## src/rtl/hazard_scoreboard.sv

```systemverilog
// hazard_scoreboard
//
// Pipeline hazard detector that sits beside the ID stage. A registered
// scoreboard tracks the destination register of every instruction in the
// DEPTH stages after decode (entry 0 = EX, entry DEPTH-1 = WB). Each cycle the
// decode-stage sources are compared against it. On a read-after-write hazard a
// combinational stall holds PC and IF/ID and pushes a bubble into entry 0.
//
// Build option:
//   HDT_FWD_EN  defined   -> forwarding mode. Only a load in entry 0 whose
//                            destination is read by ID stalls. WB_BYPASS is
//                            ignored.
//               undefined -> full interlock. Any RAW match in the tracked
//                            entries stalls. Entry DEPTH-1 is excluded when
//                            WB_BYPASS=1.
//
// Parameters:
//   REG_W      register address width (register 0 is hardwired zero)
//   DEPTH      tracked stages after ID, 1..8
//   WB_BYPASS  1 = register file writes through, so the WB entry never stalls
//
// Ports:
//   clk, rst                     clock, synchronous active-high reset
//   id_valid                     real instruction present in ID
//   id_rs/id_rt, *_used          source addresses and read enables
//   id_rd, id_we, id_is_load     destination, write enable, load flag
//   flush                        squash all in-flight entries
//   stall                        combinational hold/bubble request
//   stall_cnt                    saturating count of stalled cycles
module hazard_scoreboard #(
  parameter int REG_W     = 4,
  parameter int DEPTH     = 3,
  parameter int WB_BYPASS = 0
) (
  input  logic             clk,
  input  logic             rst,
  input  logic             id_valid,
  input  logic [REG_W-1:0] id_rs,
  input  logic [REG_W-1:0] id_rt,
  input  logic             id_rs_used,
  input  logic             id_rt_used,
  input  logic [REG_W-1:0] id_rd,
  input  logic             id_we,
  input  logic             id_is_load,
  input  logic             flush,
  output logic             stall,
  output logic [15:0]      stall_cnt
);

  // Scoreboard entries {v, we, rd, ld}
  logic [DEPTH-1:0] v_reg, we_reg, ld_reg;
  logic [REG_W-1:0] rd_reg [DEPTH];

  logic [DEPTH-1:0] v_next, we_next, ld_next;
  logic [REG_W-1:0] rd_next [DEPTH];

  logic [DEPTH-1:0] rs_hit, rt_hit, hazard_vec;
  logic             hazard;
  logic             enter;

  logic [15:0]      stall_cnt_reg;

  // A stalled instruction stays in ID; a bubble goes down the pipe instead.
  assign enter = id_valid & ~stall;

  genvar gi;
  generate
    for (gi = 0; gi < DEPTH; gi++) begin : g_entry
      // Shift: entry 0 loads from ID, every other entry from its predecessor.
      if (gi == 0) begin : g_head
        assign v_next[gi]  = enter;
        assign we_next[gi] = id_we;
        assign ld_next[gi] = id_is_load;
        assign rd_next[gi] = id_rd;
      end else begin : g_tail
        assign v_next[gi]  = v_reg[gi-1];
        assign we_next[gi] = we_reg[gi-1];
        assign ld_next[gi] = ld_reg[gi-1];
        assign rd_next[gi] = rd_reg[gi-1];
      end

      // Writes to register 0 are discarded, so they can never be a dependency.
      assign rs_hit[gi] = v_reg[gi] & we_reg[gi] & (rd_reg[gi] != '0) &
                          (rd_reg[gi] == id_rs) & id_rs_used;
      assign rt_hit[gi] = v_reg[gi] & we_reg[gi] & (rd_reg[gi] != '0) &
                          (rd_reg[gi] == id_rt) & id_rt_used;

`ifdef HDT_FWD_EN
      // With forwarding, only a load still in EX cannot supply its result.
      if (gi == 0) begin : g_fwd_head
        assign hazard_vec[gi] = ld_reg[gi] & (rs_hit[gi] | rt_hit[gi]);
      end else begin : g_fwd_tail
        assign hazard_vec[gi] = 1'b0;
      end
`else
      // Write-through register file makes the WB producer visible to ID.
      if ((WB_BYPASS != 0) && (gi == DEPTH - 1)) begin : g_wb_bypass
        assign hazard_vec[gi] = 1'b0;
      end else begin : g_interlock
        assign hazard_vec[gi] = rs_hit[gi] | rt_hit[gi];
      end
`endif
    end
  endgenerate

  assign hazard = |hazard_vec;

  // Gated by flush (the ID instruction is squashed anyway) and by rst so the
  // stall drops in the very cycle reset is applied.
  assign stall = id_valid & hazard & ~flush & ~rst;

  always_ff @(posedge clk) begin
    if (rst || flush) begin
      v_reg <= '0;
    end else begin
      v_reg <= v_next;
    end
    // Payload fields are only meaningful when v is set, so they shift freely.
    we_reg <= we_next;
    ld_reg <= ld_next;
    rd_reg <= rd_next;
  end

  always_ff @(posedge clk) begin
    if (rst) begin
      stall_cnt_reg <= '0;
    end else if (stall && (stall_cnt_reg != 16'hFFFF)) begin
      stall_cnt_reg <= stall_cnt_reg + 16'd1;
    end
  end

  assign stall_cnt = stall_cnt_reg;

  // Load flags beyond entry 0 (all of them in full-interlock mode) are carried
  // for completeness of the entry record but never inspected.
  logic unused_ld;
  assign unused_ld = ^ld_reg;

`ifdef HDT_FWD_EN
  localparam int unused_wb_bypass = WB_BYPASS;
`endif

endmodule

```

## config.mk

```make
export PLATFORM = sky130hd
export DESIGN_NAME = hazard_scoreboard
export DESIGN_NICKNAME = d
export VERILOG_FILES = /design/src/rtl/hazard_scoreboard.sv
export SDC_FILE = /design/constraint.sdc
export NUM_CORES = 1
export LEC_CHECK = 0
export ABC_CLOCK_PERIOD_IN_PS = 2300
export CELL_PAD_IN_SITES_DETAIL_PLACEMENT = 1
export CELL_PAD_IN_SITES_GLOBAL_PLACEMENT = 1
export CORE_MARGIN = 2
export CORE_UTILIZATION = 34
export CTS_CLUSTER_SIZE = 20
export DETAILED_ROUTE_END_ITERATION = 12
export PLACE_DENSITY_LB_ADDON = 0.2
export SLEW_MARGIN = 20
export SYNTH_ARGS = -nofsm -noshare
export SYNTH_HDL_FRONTEND = slang
export SYNTH_SLANG_ARGS = --single-unit
```

## constraint.sdc

```tcl
create_clock -name clk -period 2.3 [get_ports clk]
set_input_delay 0.46 -clock clk [delete_from_list [all_inputs] [get_ports clk]]
set_output_delay 0.46 -clock clk [all_outputs]
set_load 0.03 [all_outputs]
```

==> run_results.csv <==
group,metric,value,unit
worst_setup_path,critPathCaptureType,"primary output",
route,firstDrtPassIters,4,
final_layout,final_cell_mix,"29 x dfxtp_1, 27 x buf_4, 24 x clkdlybuf4s50_1, 16 x xnor2_1",
logic_synthesis,syn_area,1610,um^2
power,p_sw_frac,0.249,
route,via_per_inst,5.33,
power,combPwrFrac,0.132,
place,dp_hpwl,3820,um
power,ir_drop,0.288,mV
clock_network,clockRootBuffer,"clkbuf_8",
power,p_sw,308,uW
clock_network,cts_tree,"built",
timing,timing.final.crit_share,1.07,
logic_synthesis,syn-num-nets,189,
grt,overflow,0,
logic_synthesis,ys_ff_latch,34,
worst_setup_path,reg2reg_slack,0.02,ns
worst_setup_path,arrival,2.01,ns
route,route.detailed.wl_per_inst,18.7,um
worst_setup_path,rr_worst_depth,11,
worst_setup_path,r2r_start,"rd_next[1]",
logic_synthesis,synthArstFlopShare,0,
route,drtAntennaViolNets,0,
clock_network,clk_pin_slew,0.07,ns
grt,antenna_found_initial,0,
status,status,"complete, but fails checks",
floorplanning,start_util,0.346,
timing,drv_slew,0,
final_layout,multi_input_area,1120,um^2
clock_network,cts_hold_buf,0,
final_layout,area_growth,59.2,%
timing,layout_setup_ws,-0.171,ns
final_layout,fillers,520,
timing,layout_min_cycle_time,2.47,ns
clock_network,cts.path.max_buffers,2,
timing,hold_violations,0,
timing,fmax,0.405,GHz
logic_synthesis,yosysSeqAreaShare,0.422,
power,seq_power_share,0.499,
timing,setup_tns,-0.171,ns
final_layout,largest_reg_flops,16,
clock_network,htree_levels,2,
logic_synthesis,synth_cell_type_count,40,
clock_network,clk-insertion-delay-late,0.28,ns
clock_network,cts.sinks,34,
grt,track_usage,0.204,
min_path,hold_depth,0,
final_layout,layout-drive-gt1-share,0.360,
worst_setup_path,r2r-end,"stall_cnt[10]",
logic_synthesis,synth_edf_count,0,
power,leakage,0.000994,uW
min_path,hp-start,"rd_next[5]",
timing,worstMarginPinSlew,0.389,ns
worst_setup_path,cp.required,1.84,ns
timing,finalSetupViolations,1,
timing,grt_setup_unrepaired,"true",
place,io_buffers,35,
route,dr_total_vias,1563,
logic_synthesis,synth_top_flop_cell,"dfxtp_1",
grt,grt_pass1_wl,8160,um
grt,grt_max_degree,14,
final_layout,antenna_cells,0,
final_layout,finalNetCount,259,
logic_synthesis,yosysWarningCount,0,
min_path,hold_path_end,"rd_next[1]",
status,violations,"negative setup slack",
route,drcViolationCount,0,
worst_setup_path,startpoint_type,"flip-flop",
route,dr.first_iter.drc_count,42,
floorplanning,num_io_pins,37,
clock_network,cts_buffers,5,
run,cap_violations,0,
timing,max_slew_margin,0.740,
floorplanning,rows,25,
power,power.density,482,nW/um^2
grt,grt_pass1_vias,1697,
logic_synthesis,synth_area_per_cell,9.60,um^2
floorplanning,die_area,5310,um^2
logic_synthesis,netlist_instances,168,
final_layout,regArea,689,um^2
worst_setup_path,critPathKind,"reg -> out",
place,gp_congestion,0.847,
route,totalWireLength,5490,um
final_layout,post-route-util,0.551,
floorplanning,die_h,72.9,um
final_layout,layout_commonest_cell,"dfxtp_1",
worst_setup_path,cp_max_fo,2,
power,internal_power,929,uW
floorplanning,die_w,72.9,um
power,clock_power_share,0.369,
timing,clock_skew,0.00345,ns
floorplanning,fp.coreArea,4660,um^2
min_path,hold_path_class,"reg -> reg",
-- per-layer routing --
metal	part of all wire	global-route usage	up-vias
li1	-	-	760
met3	0.027	0.0539	2
met5	0	0	-
met1	0.41	0.227	771
met2	0.55	0.379	30
met4	0.0049	0.0597	0
-- Yosys cell counts, types with 2 or more instances --
cell,instances,area [um^2]
xor2_1,6,52.6
dfxtp_1,34,681
and2_1,4,25.0
o21a_1,2,15.0
or3_1,2,12.5
inv_1,3,11.3
o31a_1,2,17.5
or4_1,5,37.5
nand2_1,14,52.6
o311ai_1,3,26.3
nand3_1,11,55.1
nor3_1,3,15.0
nor2_1,13,48.8
o21ai_0,2,10.0
xnor2_1,22,193
nand4_1,4,25.0
nor4_1,3,18.8
and3_1,5,31.3
a21oi_1,3,15.0
o31ai_1,3,22.5
a2111oi_0,4,35.0
buf_6,2,22.5
-- cell families (layout without fill, tap and decap cells) --
group	Yosys count	in the layout	synth area share
compound gates	26	26	0.129
flops	34	34	0.422
simple gates	70	70	0.247
fa+ha+maj	1	1	0.00776
xor+xnor	28	28	0.152
mux	2	2	0.0163
buf+inv	7	78	0.0264
-- final cells by class --
type                            instances  share of cell area
Sequential cell                        34               0.269
Inverter                                3             0.00439
Clock inverter                          1             0.00195
Timing Repair Buffer                   67               0.229
Tap cell                               54              0.0263
Multi-Input combinational cell        127               0.436
Clock buffer                            7              0.0336
-- worst max-delay path by stage --
| stage | from | to | cells past startpoint |
|---|---|---|---|
| finish | rd_next[0] | stall | 7 |
| global route | rd_next[0] | stall | 7 |
| CTS | rd_next[2] | stall | 7 |
| detailed placement | id_rt[1] | stall_cnt[9] | 11 |
| global placement | id_rs[2] | stall | 10 |
| floorplan | rd_next[0] | stall | 8 |
-- what timing repair did --
item,in CTS,in global routing
pin swaps,12,13
endpoints found under the hold margin,0,0
resized for setup,30,43
buffers inserted,3,3
endpoints found under the setup margin,16,15
-- critical path, cell delays in order, from the launching register on --
cell,delay (ns)
dfxtp_1,0.31
or4_4,0.56
nand3_4,0.10
nor3_4,0.05
nor4_4,0.32
and2_4,0.22
nor2_4,0.04
buf_6,0.13
-- power groups by stage --
| stage | registers [uW] | clock network, uW | logic (uW) |
|---|---|---|---|
| 2_1_floorplan | 629 | 0 | 54.2 |
| 3_3_place_gp | 629 | 0 | 128 |
| 3_5_place_dp | 630 | 0 | 134 |
| 4_1_cts | 618 | 466 | 141 |
| 5_1_grt | 619 | 491 | 174 |
| 6_report | 618 | 456 | 163 |
-- stage by stage --
stage                     area [um^2]  cells  setup WS (ns)  power, uW  hold slack (ns)
after detailed placement         2240    283         -0.640        764            0.366
after global placement           2240    283         -0.425        757            0.356
after global routing             2570    293         -0.244       1280            0.402
after floorplan                  1630    168        0.00522        684            0.349
final                            2570    293         -0.171       1240            0.392
after CTS                        2410    291         -0.188       1230            0.399
Power figures use the tool's default switching activity.
==> variant 1: new RTL, same settings <==
Change the parameter `DEPTH` from 3 to 5.
--- a/src/rtl/hazard_scoreboard.sv
+++ b/src/rtl/hazard_scoreboard.sv
@@ -30,5 +30,5 @@
 module hazard_scoreboard #(
   parameter int REG_W     = 4,
-  parameter int DEPTH     = 3,
+  parameter int DEPTH     = 5,
   parameter int WB_BYPASS = 0
 ) (
Check against the original RTL: not equivalent (Yosys sat finds a counterexample within 10 cycles, from zero or initial values and one cycle with rst high).
==> variant 1 against the original RTL <==
First-iteration DRC count is 62% higher. Fmax decreased by 1.2%. Register-to-register slack worse by 0.11 ns. Routed wire length is 17% higher. Power is 33% higher. Area after synthesis up 36%. Sequential cell count is 12 higher. Largest power group unchanged. Non-clock buffer count increased by 18. Cell area rose by 31%. Critical path depth is the same. Sequential share of layout area is 0.83 points higher. The flow still finishes with violations (negative setup slack). Worst setup slack worse by 0.031 ns.
==> variant 1: results <==
group,metric,value,unit
run_status,status,"finished, violations left",
run_status,violations,"negative setup slack",
grt,grt_pass1_vias,2054,
critical_path,crit_fanout,2,
clock_tree,cts_hold_buf,0,
grt,grt_pass1_wl,10400,µm
worst_hold_path,min_path_type,"flip-flop to flip-flop",
clock_tree,path_clk_slew,0.08,ns
logic_synthesis,netlist_top_cells_area,"dfxtp_1 42%, xnor2_1 8.8%, xor2_1 7.2%, or4_1 3.8%, nand2_1 3.1%",
placed_design,port_buffers,35,
placed_design,place.gp.congestion,0.731,
detailed_routing,vias,1957,
logic_synthesis,ys_async_sr_fraction,0,
pwr,p_leak,1.24,nW
placed_design,dp.final_hpwl,4230,µm
logic_synthesis,ys_types,39,
sta,slew_headroom,0.769,
clock_tree,clock_path_buffers,2,
final_layout,diodes,0,
sta,skew,0.00870,ns
clock_tree,clock-root-buffer,"clkbuf_8",
logic_synthesis,ys_seq_area_frac,0.421,
logic_synthesis,synthTopCellsByCount,"46 x dfxtp_1, 22 x xnor2_1, 18 x nand2_1, 18 x xor2_1, 12 x nand3_1",
detailed_routing,drt_iter0_markers,68,
grt,track_usage,0.182,
sta,setup_slack,-0.202,ns
sta,setup_viol_count_final,11,
pwr,vdd_drop_max,0.349,mV
placed_design,pre_cts_ws,-0.648,ns
logic_synthesis,yosys_warnings,0,
clock_tree,clk_latency,0.30,ns
critical_path,critPathArrivalTime,2.04,ns
final_layout,fin_nets,325,
final_layout,drive_above_1_share,0.443,
clock_tree,htreeDepth,2,
placed_design,place_area,2750,µm²
detailed_routing,first_pass_iters,4,
detailed_routing,avgRoutedWirePerCell,16.9,µm
grt,antenna_found_initial,0,
clock_tree,cts_buffers,5,
logic_synthesis,synth_fp_nets,248,
grt,grt_max_degree,18,
## variant 1: changes by cell type in the layout (fill, tap and decap cells not counted), moves of 5 or more
cell and change:
a21oi_2 +5, and2_1 +5, buf_2 +5, buf_4 +6, buf_6 +12, dfxtp_1 +11
nand2_1 +5, nor2_1 -7, o31ai_1 +5, xor2_1 +7
## variant 1: cells by family (layout without fill, tap and decap cells)
group | Yosys count | in the layout | share of synthesized area
fa+ha+maj | 1 | 1 | 0.00571
buf+inv | 20 | 97 | 0.0640
flops | 46 | 46 | 0.421
compound gates | 31 | 31 | 0.0949
simple gates | 87 | 88 | 0.241
mux | 2 | 2 | 0.0137
xor+xnor | 40 | 40 | 0.160
## variant 1: layer usage
metal	share of wire	vias up	GRT usage
li1	-	955	-
met1	0.47	969	0.247
met2	0.50	29	0.301
met3	0.027	4	0.0324
met4	0.0071	0	0.0440
met5	0	-	0
## variant 1: path summary, 6_finish.rpt
| path | startpoint | endpoint | slack (ns) | cells past startpoint |
|---|---|---|---|---|
| worst max-delay path | rd_next[9]$_DFF_P_ | stall | -0.20 | 7 |
| worst min-delay path | we_reg[0]$_DFF_P_ | we_reg[1]$_DFF_P_ | 0.37 | 0 |
| worst max register to register | rd_next[4]$_DFF_P_ | stall_cnt[12]$_SDFFE_PP0P_ | -0.09 | 10 |
| worst min register to register | we_reg[0]$_DFF_P_ | we_reg[1]$_DFF_P_ | 0.37 | 0 |
## variant 1: timing repair
| action | 4_1_cts | 5_1_grt |
|---|---|---|
| cloned | 2 | 0 |
| hold endpoints to repair | 0 | 0 |
| resized for setup | 60 | 54 |
| pin swaps | 33 | 30 |
| setup buffers | 12 | 7 |
| setup endpoints to repair | 16 | 16 |
## variant 1: power by group
part	total (mW)	switching, mW	internal, mW
Sequential	0.846	0.0250	0.821
Clock	0.578	0.274	0.304
Combinational	0.222	0.109	0.112
Total	1.65	0.408	1.24
## variant 1: metrics by stage
step / power (mW) / cells / hold WS (ns) / setup TNS [ns]
final: 1.65 / 382 / 0.371 / -0.636
after floorplan: 0.962 / 227 / 0.330 / 0
after global routing: 1.71 / 382 / 0.383 / -2.11
after detailed placement: 1.04 / 354 / 0.345 / -9.70
after global placement: 1.03 / 354 / 0.336 / -9.12
after CTS: 1.64 / 376 / 0.374 / -1.58
## variant 1: worst max-delay path, cell delays in order (launching register included)
cell and delay, ns:
dfxtp_2 0.32, or4_4 0.55, nand3_4 0.09, nor3_2 0.05, nor4_4 0.27, and4_4 0.30
nor2_4 0.04, buf_6 0.13
## variant 1: final cells by class
| type | instances | area [µm²] |
|---|---|---|
| fill | 675 | 2910 |
| multi-input combinational | 162 | 1450 |
| sequential | 46 | 931 |
| timing repair buffer | 85 | 761 |
| clock buffer | 8 | 110 |
| tap | 77 | 96.3 |
| inverter | 4 | 15.0 |
==> variant 2: new RTL, config.mk and constraints unchanged <==
Without the edit above. Reset style: asynchronous (`rst`), changed in one clocked block. Comments in the files are not updated.
--- a/src/rtl/hazard_scoreboard.sv
+++ b/src/rtl/hazard_scoreboard.sv
@@ -122,5 +122,5 @@
   end
 
-  always_ff @(posedge clk) begin
+  always_ff @(posedge clk or posedge rst) begin
     if (rst) begin
       stall_cnt_reg <= '0;
Behaviour: differs if rst is asserted again (counterexample within 4 cycles, from zero or initial values and one cycle with rst high); with rst held inactive, the same outputs for 10 cycles.
==> variant 2 against the original RTL <==
First-iteration DRC count up 60%. Utilization shrank 1.5 points. Cell area is 9.2% lower. Sequential power rose by 3%. Area after synthesis shrank 5.2%. Power decreased by 2.4%. Routed wire length shrank 21%. Sequential cell count stayed put. Die area is 4.9% lower. Worst setup slack improved by 0.25 ns. Register-to-register slack gained 0.15 ns. Critical path depth grew 1. Critical path type is now primary input to output port. Global-route usage decreased by 2.3 points.
==> variant 2: results <==
group,metric,value,unit
critical_path,startpoint,"id_rs[1]",
pwr,powerComb,0.141,mW
final_layout,fin_area,2330,µm²
sta,fin_hold_ws,0.374,ns
grt,track_usage,0.181,
pwr,p_leak,0.969,nW
critical_path,worstReg2RegStart,"rd_reg[1]$_DFF_P_",
detailed_routing,avgRoutedWirePerCell,16.5,µm
grt,grt_pass1_wl,7040,µm
run_status,status,"completed",
pwr,pg_clk,0.432,mW
placed_design,pre_cts_ws,-0.271,ns
placed_design,place_area,2090,µm²
placed_design,place.gp.congestion,0.871,
worst_hold_path,worstHoldStart,"we_reg[0]$_DFF_P_",
placed_design,dp_cells,253,
critical_path,critPathArrivalTime,1.76,ns
worst_hold_path,min_to,"we_reg[1]$_DFF_P_",
grt,antenna_found_initial,0,
pwr,vdd_drop_max,0.236,mV
logic_synthesis,ys_types,27,
detailed_routing,drt_iter0_markers,67,
critical_path,criticalPathCategory,"primary input to output port",
floorplan,rows,24,
logic_synthesis,ys_dominant_reg_cell,"dfxtp_1",
grt,grt_pass1_vias,1433,
logic_synthesis,netlist_top_cells_area,"dfrtp_1 26%, dfxtp_1 24%, xnor2_1 19%, nand3_1 5.6%, nand4_1 3.3%",
critical_path,slowest_stage,"nor3_2",
grt,grt_max_degree,17,
logic_synthesis,synth_fp_nets,168,
detailed_routing,viasPerCell,4.96,
logic_synthesis,ys_async_sr_fraction,0.471,
critical_path,worst_r2r_path_depth,11,
critical_path,path_delay_family,"buffers and inverters",
final_layout,nFillCells,486,
critical_path,crit_fanout,2,
sta,setup_slack,0.0787,ns
placed_design,dp.final_hpwl,3130,µm
pwr,netSwitchingPower,0.308,mW
logic_synthesis,ys_seq_area_frac,0.498,
sta,slew_headroom,0.573,
final_layout,fin_nets,232,
logic_synthesis,synthTopCellsByCount,"33 x xnor2_1, 18 x dfxtp_1, 17 x nand3_1",
detailed_routing,vias,1310,
final_layout,drive_above_1_share,0.297,
sta,skew,0.0113,ns
critical_path,ff2ff_setup_slack,0.17,ns
variant 2: what timing repair did:
item | CTS | global route
pin swaps | 9 | 20
resized for setup | 17 | 35
cloned | 0 | 0
setup endpoints to repair | 1 | 1
buffers inserted | 2 | 3
variant 2: kinds of logic after synthesis:
| family | count (synthesis) | share of synthesized area |
|---|---|---|
| compound gates | 7 | 0.0278 |
| xor+xnor | 35 | 0.200 |
| fa+ha+maj | 1 | 0.00818 |
| buf+inv | 3 | 0.00818 |
| flops | 34 | 0.498 |
| mux | 3 | 0.0245 |
| simple gates | 64 | 0.233 |
variant 2: cell type report:
type	count	share of cell area
inverters	2	0.00322
flip-flops and latches	34	0.330
well taps	52	0.0279
repair buffers	58	0.219
clock buffers	5	0.0295
multi-input cells	110	0.383
clock inverters	3	0.00697
variant 2: layer usage:
metal	share of wire	track usage	vias to the layer above
met5	0	0	-
met4	0.0039	0.0545	0
met3	0.037	0.0484	2
met2	0.49	0.282	26
met1	0.46	0.248	644
li1	-	-	638
